[config.mk]
export PLATFORM = sky130hd
export DESIGN_NAME = alu_arbiter_flat
export DESIGN_NICKNAME = d
export VERILOG_FILES = /design/src/rtl/alu_arbiter_if.sv /design/src/rtl/alu_arbiter.sv /design/src/flat_wrapper.sv
export SDC_FILE = /design/constraint.sdc
export NUM_CORES = 1
export LEC_CHECK = 0
export ABC_AREA = 1
export CORE_ASPECT_RATIO = 0.6
export CORE_UTILIZATION = 39
export DETAILED_ROUTE_END_ITERATION = 6
export PLACE_DENSITY = 0.9
export SKIP_LAST_GASP = 1
export SLEW_MARGIN = 30
export SYNTH_ARGS = -nofsm -noshare
export SYNTH_HDL_FRONTEND = slang
export SYNTH_SLANG_ARGS = --single-unit
[constraint.sdc]
create_clock -name clk -period 2.05 [get_ports clk]
set_clock_uncertainty 0.15 [all_clocks]
set_input_delay 0.3075 -clock clk [delete_from_list [all_inputs] [get_ports clk]]
set_output_delay 0.3075 -clock clk [all_outputs]
set_load 0.005 [all_outputs]
[src/rtl/alu_arbiter_if.sv]
// Bundle of requester, ALU and response signals shared between alu_arbiter and its environment.
// The slave modport is the arbiter's view; master is the view of whoever drives requests and hosts the ALU.
interface alu_arbiter_if #(
    parameter int DW   = 32,
    parameter int OPW  = 6,
    parameter int TAGW = 2
);
    logic            req0_valid;
    logic            req0_ready;
    logic [OPW-1:0]  req0_opcode;
    logic [DW-1:0]   req0_a;
    logic [DW-1:0]   req0_b;
    logic [TAGW-1:0] req0_tag;

    logic            req1_valid;
    logic            req1_ready;
    logic [OPW-1:0]  req1_opcode;
    logic [DW-1:0]   req1_a;
    logic [DW-1:0]   req1_b;
    logic [TAGW-1:0] req1_tag;

    logic [OPW-1:0]  alu_opcode;
    logic [DW-1:0]   alu_a;
    logic [DW-1:0]   alu_b;
    logic            alu_cin;
    logic            alu_vin;
    logic [DW-1:0]   alu_dout;
    logic            alu_cout;
    logic            alu_vout;
    logic            alu_mcp;

    logic            rsp_valid;
    logic            rsp_ready;
    logic            rsp_src;
    logic [TAGW-1:0] rsp_tag;
    logic [DW-1:0]   rsp_data;
    logic            rsp_c;
    logic            rsp_v;

    logic [1:0]      flags0;
    logic [1:0]      flags1;

    modport slave (
        input  req0_valid, req0_opcode, req0_a, req0_b, req0_tag,
        output req0_ready,
        input  req1_valid, req1_opcode, req1_a, req1_b, req1_tag,
        output req1_ready,
        output alu_opcode, alu_a, alu_b, alu_cin, alu_vin,
        input  alu_dout, alu_cout, alu_vout, alu_mcp,
        output rsp_valid, rsp_src, rsp_tag, rsp_data, rsp_c, rsp_v,
        input  rsp_ready,
        output flags0, flags1
    );

    modport master (
        output req0_valid, req0_opcode, req0_a, req0_b, req0_tag,
        input  req0_ready,
        output req1_valid, req1_opcode, req1_a, req1_b, req1_tag,
        input  req1_ready,
        input  alu_opcode, alu_a, alu_b, alu_cin, alu_vin,
        output alu_dout, alu_cout, alu_vout, alu_mcp,
        input  rsp_valid, rsp_src, rsp_tag, rsp_data, rsp_c, rsp_v,
        output rsp_ready,
        input  flags0, flags1
    );
endinterface

[src/rtl/alu_arbiter.sv]
// Round-robin sharing of one combinational ALU between two requesters, with per-requester C/V flags.
// Define ALU_ARB_B2B_EN to let a new op be accepted in the RESP cycle that hands off the previous result.
//
// state | meaning
// IDLE  | no op in flight; grant logic active
// EXEC  | operand registers drive the ALU; capture unless alu_mcp
// MCP   | extra cycle for a multi-cycle-path op; capture unconditionally
// RESP  | registered result presented until rsp_ready
module alu_arbiter #(
    parameter int DW   = 32,
    parameter int OPW  = 6,
    parameter int TAGW = 2
) (
    input  logic         clk,
    input  logic         reset,
    alu_arbiter_if.slave bus
);

    typedef enum logic [1:0] {
        S_IDLE = 2'd0,
        S_EXEC = 2'd1,
        S_MCP  = 2'd2,
        S_RESP = 2'd3
    } state_t;

    state_t          state_q, state_d;
    logic            last_grant_q, last_grant_d;
    logic            src_q, src_d;
    logic [OPW-1:0]  op_q, op_d;
    logic [DW-1:0]   a_q, a_d;
    logic [DW-1:0]   b_q, b_d;
    logic [TAGW-1:0] tag_q, tag_d;

    logic            rsp_src_q, rsp_src_d;
    logic [TAGW-1:0] rsp_tag_q, rsp_tag_d;
    logic [DW-1:0]   rsp_data_q, rsp_data_d;
    logic            rsp_c_q, rsp_c_d;
    logic            rsp_v_q, rsp_v_d;
    logic [1:0]      flags0_q, flags0_d;
    logic [1:0]      flags1_q, flags1_d;

    logic            arb_active;
    logic            grant;
    logic            ready0;
    logic            ready1;
    logic            accept;
    logic            capture;

    always_comb begin
`ifdef ALU_ARB_B2B_EN
        arb_active = (state_q == S_IDLE) || ((state_q == S_RESP) && bus.rsp_ready);
`else
        arb_active = (state_q == S_IDLE);
`endif
        grant = ~last_grant_q;
        if (bus.req0_valid && !bus.req1_valid) begin
            grant = 1'b0;
        end else if (bus.req1_valid && !bus.req0_valid) begin
            grant = 1'b1;
        end
        ready0 = arb_active & ~grant;
        ready1 = arb_active & grant;
        accept = (ready0 & bus.req0_valid) | (ready1 & bus.req1_valid);
    end

    always_comb begin
        state_d      = state_q;
        last_grant_d = last_grant_q;
        src_d        = src_q;
        op_d         = op_q;
        a_d          = a_q;
        b_d          = b_q;
        tag_d        = tag_q;
        rsp_src_d    = rsp_src_q;
        rsp_tag_d    = rsp_tag_q;
        rsp_data_d   = rsp_data_q;
        rsp_c_d      = rsp_c_q;
        rsp_v_d      = rsp_v_q;
        flags0_d     = flags0_q;
        flags1_d     = flags1_q;
        capture      = 1'b0;

        case (state_q)
            S_IDLE: state_d = S_IDLE;
            S_EXEC: begin
                if (bus.alu_mcp) begin
                    state_d = S_MCP;
                end else begin
                    capture = 1'b1;
                    state_d = S_RESP;
                end
            end
            S_MCP: begin
                capture = 1'b1;
                state_d = S_RESP;
            end
            S_RESP: begin
                if (bus.rsp_ready) begin
                    state_d = S_IDLE;
                end
            end
            default: state_d = S_IDLE;
        endcase

        // accept is only ever true while arb_active, so it may override RESP->IDLE
        if (accept) begin
            state_d      = S_EXEC;
            src_d        = grant;
            last_grant_d = grant;
            op_d         = grant ? bus.req1_opcode : bus.req0_opcode;
            a_d          = grant ? bus.req1_a      : bus.req0_a;
            b_d          = grant ? bus.req1_b      : bus.req0_b;
            tag_d        = grant ? bus.req1_tag    : bus.req0_tag;
        end

        if (capture) begin
            rsp_src_d  = src_q;
            rsp_tag_d  = tag_q;
            rsp_data_d = bus.alu_dout;
            rsp_c_d    = bus.alu_cout;
            rsp_v_d    = bus.alu_vout;
            if (src_q) begin
                flags1_d = {bus.alu_cout, bus.alu_vout};
            end else begin
                flags0_d = {bus.alu_cout, bus.alu_vout};
            end
        end
    end

    always_ff @(posedge clk) begin
        if (reset) begin
            state_q      <= S_IDLE;
            last_grant_q <= 1'b1;
            src_q        <= 1'b0;
            op_q         <= '0;
            a_q          <= '0;
            b_q          <= '0;
            tag_q        <= '0;
            rsp_src_q    <= 1'b0;
            rsp_tag_q    <= '0;
            rsp_data_q   <= '0;
            rsp_c_q      <= 1'b0;
            rsp_v_q      <= 1'b0;
            flags0_q     <= 2'b00;
            flags1_q     <= 2'b00;
        end else begin
            state_q      <= state_d;
            last_grant_q <= last_grant_d;
            src_q        <= src_d;
            op_q         <= op_d;
            a_q          <= a_d;
            b_q          <= b_d;
            tag_q        <= tag_d;
            rsp_src_q    <= rsp_src_d;
            rsp_tag_q    <= rsp_tag_d;
            rsp_data_q   <= rsp_data_d;
            rsp_c_q      <= rsp_c_d;
            rsp_v_q      <= rsp_v_d;
            flags0_q     <= flags0_d;
            flags1_q     <= flags1_d;
        end
    end

    assign bus.req0_ready = ready0;
    assign bus.req1_ready = ready1;

    assign bus.alu_opcode = op_q;
    assign bus.alu_a      = a_q;
    assign bus.alu_b      = b_q;
    assign bus.alu_cin    = src_q ? flags1_q[1] : flags0_q[1];
    assign bus.alu_vin    = src_q ? flags1_q[0] : flags0_q[0];

    assign bus.rsp_valid  = (state_q == S_RESP);
    assign bus.rsp_src    = rsp_src_q;
    assign bus.rsp_tag    = rsp_tag_q;
    assign bus.rsp_data   = rsp_data_q;
    assign bus.rsp_c      = rsp_c_q;
    assign bus.rsp_v      = rsp_v_q;

    assign bus.flags0     = flags0_q;
    assign bus.flags1     = flags1_q;

endmodule

[src/flat_wrapper.sv]
// flat-port wrapper written by rule: the top's interface ports become plain ports
module alu_arbiter_flat 
#(
    parameter int DW   = 32,
    parameter int OPW  = 6,
    parameter int TAGW = 2
)
  (clk, reset, bus_req0_valid, bus_req0_opcode, bus_req0_a, bus_req0_b, bus_req0_tag, bus_req0_ready, bus_req1_valid, bus_req1_opcode, bus_req1_a, bus_req1_b, bus_req1_tag, bus_req1_ready, bus_alu_opcode, bus_alu_a, bus_alu_b, bus_alu_cin, bus_alu_vin, bus_alu_dout, bus_alu_cout, bus_alu_vout, bus_alu_mcp, bus_rsp_valid, bus_rsp_src, bus_rsp_tag, bus_rsp_data, bus_rsp_c, bus_rsp_v, bus_rsp_ready, bus_flags0, bus_flags1);
  alu_arbiter_if #(.DW(DW), .OPW(OPW), .TAGW(TAGW)) bus_i ();
  input  logic clk;
  input  logic reset;
  input wire logic [$bits(bus_i.req0_valid)-1:0] bus_req0_valid;
  input wire logic [$bits(bus_i.req0_opcode)-1:0] bus_req0_opcode;
  input wire logic [$bits(bus_i.req0_a)-1:0] bus_req0_a;
  input wire logic [$bits(bus_i.req0_b)-1:0] bus_req0_b;
  input wire logic [$bits(bus_i.req0_tag)-1:0] bus_req0_tag;
  output wire logic [$bits(bus_i.req0_ready)-1:0] bus_req0_ready;
  input wire logic [$bits(bus_i.req1_valid)-1:0] bus_req1_valid;
  input wire logic [$bits(bus_i.req1_opcode)-1:0] bus_req1_opcode;
  input wire logic [$bits(bus_i.req1_a)-1:0] bus_req1_a;
  input wire logic [$bits(bus_i.req1_b)-1:0] bus_req1_b;
  input wire logic [$bits(bus_i.req1_tag)-1:0] bus_req1_tag;
  output wire logic [$bits(bus_i.req1_ready)-1:0] bus_req1_ready;
  output wire logic [$bits(bus_i.alu_opcode)-1:0] bus_alu_opcode;
  output wire logic [$bits(bus_i.alu_a)-1:0] bus_alu_a;
  output wire logic [$bits(bus_i.alu_b)-1:0] bus_alu_b;
  output wire logic [$bits(bus_i.alu_cin)-1:0] bus_alu_cin;
  output wire logic [$bits(bus_i.alu_vin)-1:0] bus_alu_vin;
  input wire logic [$bits(bus_i.alu_dout)-1:0] bus_alu_dout;
  input wire logic [$bits(bus_i.alu_cout)-1:0] bus_alu_cout;
  input wire logic [$bits(bus_i.alu_vout)-1:0] bus_alu_vout;
  input wire logic [$bits(bus_i.alu_mcp)-1:0] bus_alu_mcp;
  output wire logic [$bits(bus_i.rsp_valid)-1:0] bus_rsp_valid;
  output wire logic [$bits(bus_i.rsp_src)-1:0] bus_rsp_src;
  output wire logic [$bits(bus_i.rsp_tag)-1:0] bus_rsp_tag;
  output wire logic [$bits(bus_i.rsp_data)-1:0] bus_rsp_data;
  output wire logic [$bits(bus_i.rsp_c)-1:0] bus_rsp_c;
  output wire logic [$bits(bus_i.rsp_v)-1:0] bus_rsp_v;
  input wire logic [$bits(bus_i.rsp_ready)-1:0] bus_rsp_ready;
  output wire logic [$bits(bus_i.flags0)-1:0] bus_flags0;
  output wire logic [$bits(bus_i.flags1)-1:0] bus_flags1;
  assign bus_i.req0_valid = bus_req0_valid;
  assign bus_i.req0_opcode = bus_req0_opcode;
  assign bus_i.req0_a = bus_req0_a;
  assign bus_i.req0_b = bus_req0_b;
  assign bus_i.req0_tag = bus_req0_tag;
  assign bus_req0_ready = bus_i.req0_ready;
  assign bus_i.req1_valid = bus_req1_valid;
  assign bus_i.req1_opcode = bus_req1_opcode;
  assign bus_i.req1_a = bus_req1_a;
  assign bus_i.req1_b = bus_req1_b;
  assign bus_i.req1_tag = bus_req1_tag;
  assign bus_req1_ready = bus_i.req1_ready;
  assign bus_alu_opcode = bus_i.alu_opcode;
  assign bus_alu_a = bus_i.alu_a;
  assign bus_alu_b = bus_i.alu_b;
  assign bus_alu_cin = bus_i.alu_cin;
  assign bus_alu_vin = bus_i.alu_vin;
  assign bus_i.alu_dout = bus_alu_dout;
  assign bus_i.alu_cout = bus_alu_cout;
  assign bus_i.alu_vout = bus_alu_vout;
  assign bus_i.alu_mcp = bus_alu_mcp;
  assign bus_rsp_valid = bus_i.rsp_valid;
  assign bus_rsp_src = bus_i.rsp_src;
  assign bus_rsp_tag = bus_i.rsp_tag;
  assign bus_rsp_data = bus_i.rsp_data;
  assign bus_rsp_c = bus_i.rsp_c;
  assign bus_rsp_v = bus_i.rsp_v;
  assign bus_i.rsp_ready = bus_rsp_ready;
  assign bus_flags0 = bus_i.flags0;
  assign bus_flags1 = bus_i.flags1;
  alu_arbiter #(.DW(DW), .OPW(OPW), .TAGW(TAGW)) u_core (.clk(clk), .reset(reset), .bus(bus_i));
endmodule
* Yosys cells after proc, flatten, opt, wreduce, memory -nomap -nowiden
Index checks and enable logic that the tools add are counted.
** Storage, ports and cells
- Bits in latches :: 0
- Output and inout port bits :: 116
- Memories :: 0
- ROM bits :: 0
- Bits of input ports :: 184
- Register bits :: 117
- Bits in writable memories :: 0
- Word-level logic and storage cells :: 50
** Operators by class
- Order comparisons :: 0
- Reductions and logical operators :: 8
- Multiplexer cells :: 14
- $mul :: 0
- Eq/ne operators :: 5
- Shifts and indexed selects :: 0
- Bitwise gates (word level) :: 8
- Div/mod/pow operators :: 0
- Add/sub/neg operators :: 0
** Operator list (number)
- $mux W32 :: 2
- $pmux W2 S4 :: 1
- $mux W1 :: 7
- $mux W6 :: 1
- $and A1 B1 Y1 :: 4
- $eq A2 B2 Y1 const B :: 2
- $mux W2 :: 2
- $reduce_and A2 Y1 :: 2
- $ne A3 B1 Y1 const B :: 1
- $not A1 Y1 :: 3
- $eq A2 B1 Y1 const B :: 1
- $logic_and A1 B1 Y1 :: 2
- $logic_not A1 Y1 :: 2
- $logic_not A2 Y1 :: 1
- $ne A2 B1 Y1 const B :: 1
- $pmux W1 S2 :: 1
- $reduce_or A2 Y1 :: 1
- $or A1 B1 Y1 :: 1

* Depth between registers and ports, before layout
Gate-level depths: netlist of run 1.
- Depth in word-level cells :: 9
- Mapped depth :: 10
- Mapped depth without buffers :: 8

* Worst setup path before layout of run 1
OpenSTA, ideal clock, no wires.
- Kind :: flip-flop to flip-flop
- Start point :: register u_core.state_q[0]
- End point :: register u_core.rsp_c_q, in the netlist u_core.bus.rsp_c
- Path slack :: 469 ps
- Clock period less this slack :: 1581 ps
- Setup time :: 116 ps
- Data required time :: 1784 ps
- Arrival time :: 1316 ps
- Buffers on the path :: 2
- Cell stages (with the launch flop) :: 9
- Path through :: dfxtp_1 -> inv_1 -> ha_1 -> nand2_1 -> buf_6 -> inv_4 -> buf_4 -> nor2_1 -> nor2_1
** On the way
- Word-level cells in the longest chain between the ends :: 2
- Elaborated cells on any way between the ends :: 3
- Classes of those cells :: 2 x eq/ne; 1 x mux
** RTL lines
- start, declared :: RTL line alu_arbiter.sv:26 : state_t state_q, state_d;
- start signal, assigned :: RTL line alu_arbiter.sv:147 : state_q <= state_d;
- $eq A2 B2 Y1 / $eq A2 B1 Y1 (equally long branches) :: RTL line alu_arbiter.sv:83 : case (state_q)
- $pmux W1 S2 (*) :: RTL line alu_arbiter.sv:83
- end signal, assigned :: RTL line alu_arbiter.sv:157 : rsp_c_q <= rsp_c_d;
- end, declared :: RTL line alu_arbiter.sv:37 : logic rsp_c_q, rsp_c_d;
Every way passes the cells marked *; elsewhere a longest branch is shown, timed or not.
A chain may end at the register's enable or synchronous reset.

* Final worst setup path of run 1
- Start point :: register u_core.state_q[0]
- End point :: output bus_rsp_valid
** On the way
- Word-level cells in the longest chain between the ends :: 1
** RTL lines
- $eq A2 B2 Y1 :: RTL line alu_arbiter.sv:173 : assign bus.rsp_valid = (state_q == S_RESP);
- end, declared :: RTL line flat_wrapper.sv:33 : output wire logic [$bits(bus_i.rsp_valid)-1:0] bus_rsp_valid;
Every way passes these cells.

==> impl_metrics.csv, run 1 <==
group,metric,value,unit
setup_path,reg2reg_slack,0.21,ns
floorplanning,initial_core_util,0.401,
power,switching_share,0.268,
timing,hold_viol,0,
global_routing,antenna_found_initial,0,
cts,cts_tree,"done",
detailed_routing,final_antenna_net_count,0,
synthesis,syn_nets,981,
cts,htreeDepth,4,
run,drv_cap,0,
setup_path,crit_required,1.59,ns
hold_path,hold_path.class,"flop to flop",
finish,syn2layout_area_growth,69.5,%
detailed_routing,routed_wl,18.0,mm
detailed_routing,dr.first_iter.drc_count,429,
cts,clkLatencyLatePin,0.39,ns
floorplanning,core,13700,um^2
cts,clock-sinks,117,
cts,hold_buffers,0,
finish,layout.nets,1254,
cts,numCtsBuffers,17,
timing,tightest_slew,0.366,ns
power,p_leak,0.00386,uW
floorplanning,num_rows,33,
detailed_routing,met3_length,1.47,mm
synthesis,ys_types,21,
detailed_routing,drt_first_pass_iters,5,
setup_path,worstSetupStartpointType,"flop",
finish,post-route-util,0.679,
global_routing,grt_pass1_wl,27.6,mm
power,pwr-share-seq,0.352,
synthesis,ys_ff_latch,117,
detailed_routing,drc,0,
floorplanning,ios,300,
global_routing,grt-ovfl-total,0,
power,ir_drop,0.578,mV
global_routing,grt_start_max_net_pins,59,
detailed_routing,top_layer,"met4",
setup_path,critPathKind,"flop to primary output",
synthesis,synth_top_area_cell,"dfxtp_1",
timing,setup_violations,0,
power,switchingPower,2060,uW
outcome,outcome,"completed",
finish,n_antenna_cell,0,
synthesis,synthesis.area,5480,um^2
global_routing,grt_usage,0.240,
floorplanning,dieArea,14500,um^2
cts,cts_buffer_depth,2,
setup_path,worstSetupEndpointType,"primary output",
cts,cts_root_buffer,"clkbuf_16",
placed_design,dp_slack,-0.0232,ns
timing,fin_crit,1.98,ns
synthesis,yosys_warnings,0,
detailed_routing,via_count,6240,
placed_design,dp_hpwl,13.0,mm
placed_design,io_buffer_count,299,
timing,slew_headroom,0.756,
timing,finalMaxSlewViolations,0,
timing,rsz0062_at_grt,"no",
setup_path,cp.arrival,1.52,ns
setup_path,critPathMaxFanout,3,
finish,layout-drive-gt1-share,0.0602,
global_routing,grt_pass1_vias,5583,
detailed_routing,wl_met1,7.61,mm
placed_design,place_congestion,0.810,
power,pwr-share-clk,0.396,
synthesis,netlist_instances,793,
power,p_int,5620,uW
power,cellPowerDensity,827,nW/um^2
detailed_routing,routedWlPerCell,14.2,um
timing,timing.setup.tns,0,ns
timing,fmax,0.506,GHz
timing,worst_slack,0.0736,ns
detailed_routing,wl_met2,8.60,mm
cts,clkTransAtPathRegs,0.06,ns
power,p_comb_frac,0.252,
synthesis,synth_top_cell_area_share,0.428,
floorplanning,die_h,93.8,um
synthesis,yosysSeqAreaShare,0.428,
timing,post-route-period-util,0.964,
synthesis,avgSynthCellArea,6.91,um^2
detailed_routing,viasPerCell,4.91,
floorplanning,die_w,155,um
synthesis,synth.area.top_cells,"dfxtp_1, nand3_1, a21oi_1, o21ai_1, nand2_1",
layout make-up:
type / instances / area (um^2)
Multi-Input combinational cell: 519 / 2460
Clock buffer: 20 / 457
Timing Repair Buffer: 321 / 3280
Clock inverter: 12 / 154
Fill cell: 1151 / 4380
Inverter: 90 / 342
Sequential cell: 117 / 2340
Tap cell: 192 / 240
placed cells by master, fill, tap and decap left out, types with 3 or more instances in the layout:
cell type        netlist  layout
o21ai_1               72      72
clkinvlp_4             0       3
nand3_1              148     148
clkinv_2               0       4
clkbuf_16              0      17
inv_1                 89      86
a21oi_1               76      76
clkdlybuf4s50_1        0     296
clkinv_4               0       3
bufinv_16              0       3
o21ai_0               38      38
nor2_1                82      82
nand2_1               92      90
dfxtp_1              117     115
buf_4                 13      12
ha_1                   4       3
buf_12                 0      10
per-stage QoR:
step	std cells	cell area, um^2	total power, uW	hold WS, ns
2_1_floorplan	793	5480	3550	0.292
3_3_place_gp	1238	8650	4620	0.301
3_5_place_dp	1238	8650	4670	0.309
4_1_cts	1271	9280	7730	0.320
5_1_grt	1271	9280	8040	0.329
6_report	1271	9280	7670	0.320
worst max-delay path, stage by stage (launching register included):
cell             delay, ns
dfxtp_1               0.38
ha_1                  0.21
clkdlybuf4s50_1       0.53
power groups by stage:
| stage | combinational [uW] | clock (uW) | sequential (uW) |
|---|---|---|---|
| 2_1_floorplan | 796 | 0 | 2760 |
| 3_3_place_gp | 1890 | 0 | 2730 |
| 3_5_place_dp | 1920 | 0 | 2740 |
| 4_1_cts | 1940 | 3090 | 2700 |
| 5_1_grt | 2110 | 3200 | 2730 |
| 6_report | 1930 | 3040 | 2700 |
final timing paths:
path | end | startpoint | cells past startpoint
worst min register to register | u_core.bus.rsp_src$_SDFFE_PP0P_ | u_core.bus.rsp_src$_SDFFE_PP0P_ | 2
worst max-delay path | bus_rsp_valid | u_core.state_q[0]$_SDFFE_PP0P_ | 2
worst max register to register | u_core.bus.rsp_data[6]$_SDFFE_PP0P_ | u_core.state_q[0]$_SDFFE_PP0P_ | 9
worst min-delay path | u_core.bus.rsp_src$_SDFFE_PP0P_ | u_core.bus.rsp_src$_SDFFE_PP0P_ | 2
cell usage after synthesis:
| cell | instances |
|---|---|
| o21ai_1 | 72 |
| ha_1 | 4 |
| nor2_4 | 1 |
| buf_4 | 13 |
| nand2_1 | 92 |
| clkbuf_2 | 2 |
| a21oi_1 | 76 |
| nand4_1 | 2 |
| clkbuf_1 | 6 |
| o22ai_1 | 1 |
| o211ai_1 | 1 |
| nor2_1 | 82 |
| o21ai_0 | 38 |
| nand3_1 | 148 |
| inv_4 | 1 |
| dfxtp_1 | 117 |
| nand2_2 | 1 |
| inv_1 | 89 |
| o21ai_2 | 1 |
| buf_2 | 45 |
| buf_6 | 1 |
sequential cells by signal, summed over array words and instances (netlist names):
| signal | cells |
|---|---|
| u_core.src_q | 1 |
| u_core.state_q | 2 |
| u_core.bus.rsp_v | 1 |
| u_core.bus.alu_opcode | 6 |
| u_core.bus.rsp_data | 32 |
| u_core.bus.rsp_src | 1 |
| u_core.tag_q | 2 |
| u_core.bus.flags1 | 2 |
| u_core.bus.alu_b | 32 |
| u_core.bus.alu_a | 32 |
| u_core.bus.rsp_c | 1 |
| u_core.last_grant_q | 1 |
| u_core.bus.flags0 | 2 |
| u_core.bus.rsp_tag | 2 |
metal layers:
layer  vias up  GRT usage
met3        28     0.0863
met1      2847      0.285
met5         -          0
li1       3135          -
met4         0     0.0635
met2       230      0.410
timing repair:
item | 4_1_cts | 5_1_grt
resized for setup | 7 | 2
setup buffers | 1 | 0
endpoints found under the setup margin | 2 | 2
pin swaps | 1 | 0
cloned | 0 | 0
cell families (layout without fill, tap and decap cells):
logic type | Yosys count | count (layout) | synth area share
compound gates | 189 | 189 | 0.174
fa+ha+maj | 4 | 4 | 0.00914
buf+inv | 157 | 443 | 0.129
flops | 117 | 117 | 0.428
simple gates | 326 | 326 | 0.260
No activity file was read; power rests on OpenSTA's default activity.
==> inputs of run 2 (changes only) <==
--- a/config.mk
+++ b/config.mk
@@ -12,6 +12,7 @@
 export PLACE_DENSITY = 0.9
 export SKIP_LAST_GASP = 1
-export SLEW_MARGIN = 30
+export SLEW_MARGIN = 10
 export SYNTH_ARGS = -nofsm -noshare
 export SYNTH_HDL_FRONTEND = slang
 export SYNTH_SLANG_ARGS = --single-unit
+export TNS_END_PERCENT = 10
--- a/constraint.sdc
+++ b/constraint.sdc
@@ -3,3 +3,3 @@
 set_input_delay 0.3075 -clock clk [delete_from_list [all_inputs] [get_ports clk]]
 set_output_delay 0.3075 -clock clk [all_outputs]
-set_load 0.005 [all_outputs]
+set_load 0.05 [all_outputs]
==> run 2 against run 1 <==
Sequential power is essentially flat; power grew 11%; design area shrank 0.78%; utilization shrank 0.53 points; via count shrank 1.2%; cell count shrank 0.31%; worst setup slack lost 0.069 ns; clock power shrank 2%; global-route usage grew 0.19 points; combinational power grew 47%; hold slack lost 0.0015 ns; largest power group unchanged.
==> impl_metrics.csv, run 2 (synthesized netlist as in run 1, its figures left out) <==
group,metric,value,unit
setup_path,cp.depth,1,
power,p_leak,0.00385,uW
hold_path,holdCritStartpoint,"u_core.bus.alu_b[9]$_SDFFE_PP0P_",
timing,timing.setup.tns,0,ns
power,ir_drop,0.509,mV
placed_design,dp_hpwl,12.7,mm
cts,clock-sinks,117,
setup_path,worstSetupStartpointType,"flop",
detailed_routing,final_antenna_net_count,0,
timing,setup_violations,0,
finish,final_cell_area,9210,um^2
timing,post-route-period-util,0.998,
floorplanning,num_rows,33,
cts,cts_setup_buffers,0,
cts,cts_root_buffer,"clkbuf_16",
floorplanning,core,13700,um^2
setup_path,crit_family,"buffers and inverters",
power,cellPowerDensity,923,nW/um^2
run,drv_cap,0,
hold_path,hold_path.class,"flop to flop",
finish,syn2layout_area_growth,68.2,%
finish,layoutNonFillerInstCount,1267,
setup_path,critPathKind,"flop to primary output",
placed_design,place_inst,1234,
setup_path,critPathMaxFanout,2,
setup_path,crit_chain,"clkdlybuf4s50_1",
hold_path,min_to,"u_core.bus.alu_b[9]$_SDFFE_PP0P_",
cts,hold_buffers,0,
cts,clkLatencyLatePin,0.40,ns
hold_path,min_path_cells,2,
timing,hold_viol,0,
placed_design,place_area,8610,um^2
finish,layout.nets,1249,
setup_path,r2r_cells,6,
setup_path,worstSetupEndpointType,"primary output",
timing,finalMaxSlewViolations,0,
finish,mostFrequentLayoutCells,"clkdlybuf4s50_1, nand3_1, dfxtp_1",
timing,fmax,0.489,GHz
outcome,outcome,"completed",
setup_path,r2r-end,"u_core.bus.rsp_data[16]$_SDFFE_PP0P_",
setup_path,crit_required,1.59,ns
setup_path,cp.arrival,1.59,ns
timing,tightest_slew,0.543,ns
cts,htreeDepth,4,
global_routing,antenna_found_initial,1,
setup_path,r2r-start,"u_core.state_q[1]$_SDFFE_PP0P_",
cts,cts_tree,"done",
placed_design,place_congestion,0.804,
global_routing,grt_start_max_net_pins,93,
detailed_routing,dr.first_iter.drc_count,371,
detailed_routing,via_count,6168,
cts,cts_buffer_depth,2,
floorplanning,die_w,155,um
finish,post-route-util,0.674,
setup_path,reg2reg_slack,0.25,ns
setup_path,cp-startpoint,"u_core.bus.alu_opcode[2]$_SDFFE_PP0P_",
detailed_routing,routed_wl,18.0,mm
floorplanning,ios,300,
detailed_routing,viasPerCell,4.87,
cts,numCtsBuffers,17,
global_routing,grt-ovfl-total,0,
timing,slew_headroom,0.637,
finish,final_common_cell,"clkdlybuf4s50_1",
placed_design,io_buffer_count,299,
global_routing,grt_pass1_vias,5596,
floorplanning,dieArea,14500,um^2
floorplanning,initial_core_util,0.401,
detailed_routing,drc,0,
detailed_routing,drt_first_pass_iters,5,
floorplanning,die_h,93.8,um
global_routing,grt_usage,0.242,
finish,layout-drive-gt1-share,0.0587,
setup_path,slowest_delay,0.82,ns
setup_path,cp_num_buf_inv,1,
detailed_routing,routedWlPerCell,14.2,um
setup_path,cpMaxStageDelayCell,"clkdlybuf4s50_1",
cts,clkTransAtPathRegs,0.05,ns
timing,rsz0062_at_grt,"yes",
timing,fin_crit,2.04,ns
global_routing,grt_pass1_wl,27.9,mm
-- run 2: how the worst max path moves through the flow --
| stage | to | slack (ns) |
|---|---|---|
| after global placement | u_core.bus.alu_opcode[3]$_SDFFE_PP0P_ | 0.10 |
| after global routing | bus_req1_ready | -0.05 |
| after CTS | bus_alu_opcode[2] | -0.01 |
| after detailed placement | u_core.bus.alu_opcode[3]$_SDFFE_PP0P_ | 0.06 |
| after floorplan | bus_alu_vin | -0.23 |
| final | bus_alu_opcode[2] | 0.005 |
-- run 2: layout make-up --
class | count | area, um^2
flip-flops and latches | 117 | 2340
multi-input cells | 519 | 2450
repair buffers | 316 | 3240
diodes | 1 | 2.50
inverters | 90 | 340
clock inverters | 14 | 151
well taps | 192 | 240
clock buffers | 18 | 439
fillers | 1129 | 4460
-- run 2: where the power goes --
| part | total (uW) | leakage [uW] | internal [uW] | switching [uW] |
|---|---|---|---|---|
| Clock | 2970 | 0.000275 | 1830 | 1140 |
| Combinational | 2830 | 0.00261 | 1090 | 1750 |
| Sequential | 2700 | 0.000961 | 2550 | 146 |
| Total | 8500 | 0.00385 | 5470 | 3030 |
-- run 2: what timing repair did --
action,in CTS,in global routing
resized for setup,1,2
setup endpoints to repair,3,44
hold endpoints to repair,0,0
-- run 2: metal layers --
metal  track usage  vias up  part of all wire
met5             0        -                 0
met3        0.0738       20             0.076
li1              -     3125                 -
met4        0.0751        0             0.013
met1         0.299     2817              0.44
met2         0.403      206              0.47
-- run 2: metrics by stage --
step	total power (uW)	worst slack [ns]	hold slack, ns
2_1_floorplan	4460	-0.229	0.292
3_3_place_gp	5530	0.102	0.301
3_5_place_dp	5580	0.0572	0.309
4_1_cts	8560	-0.0130	0.320
5_1_grt	8880	-0.0518	0.337
6_report	8500	0.00507	0.319
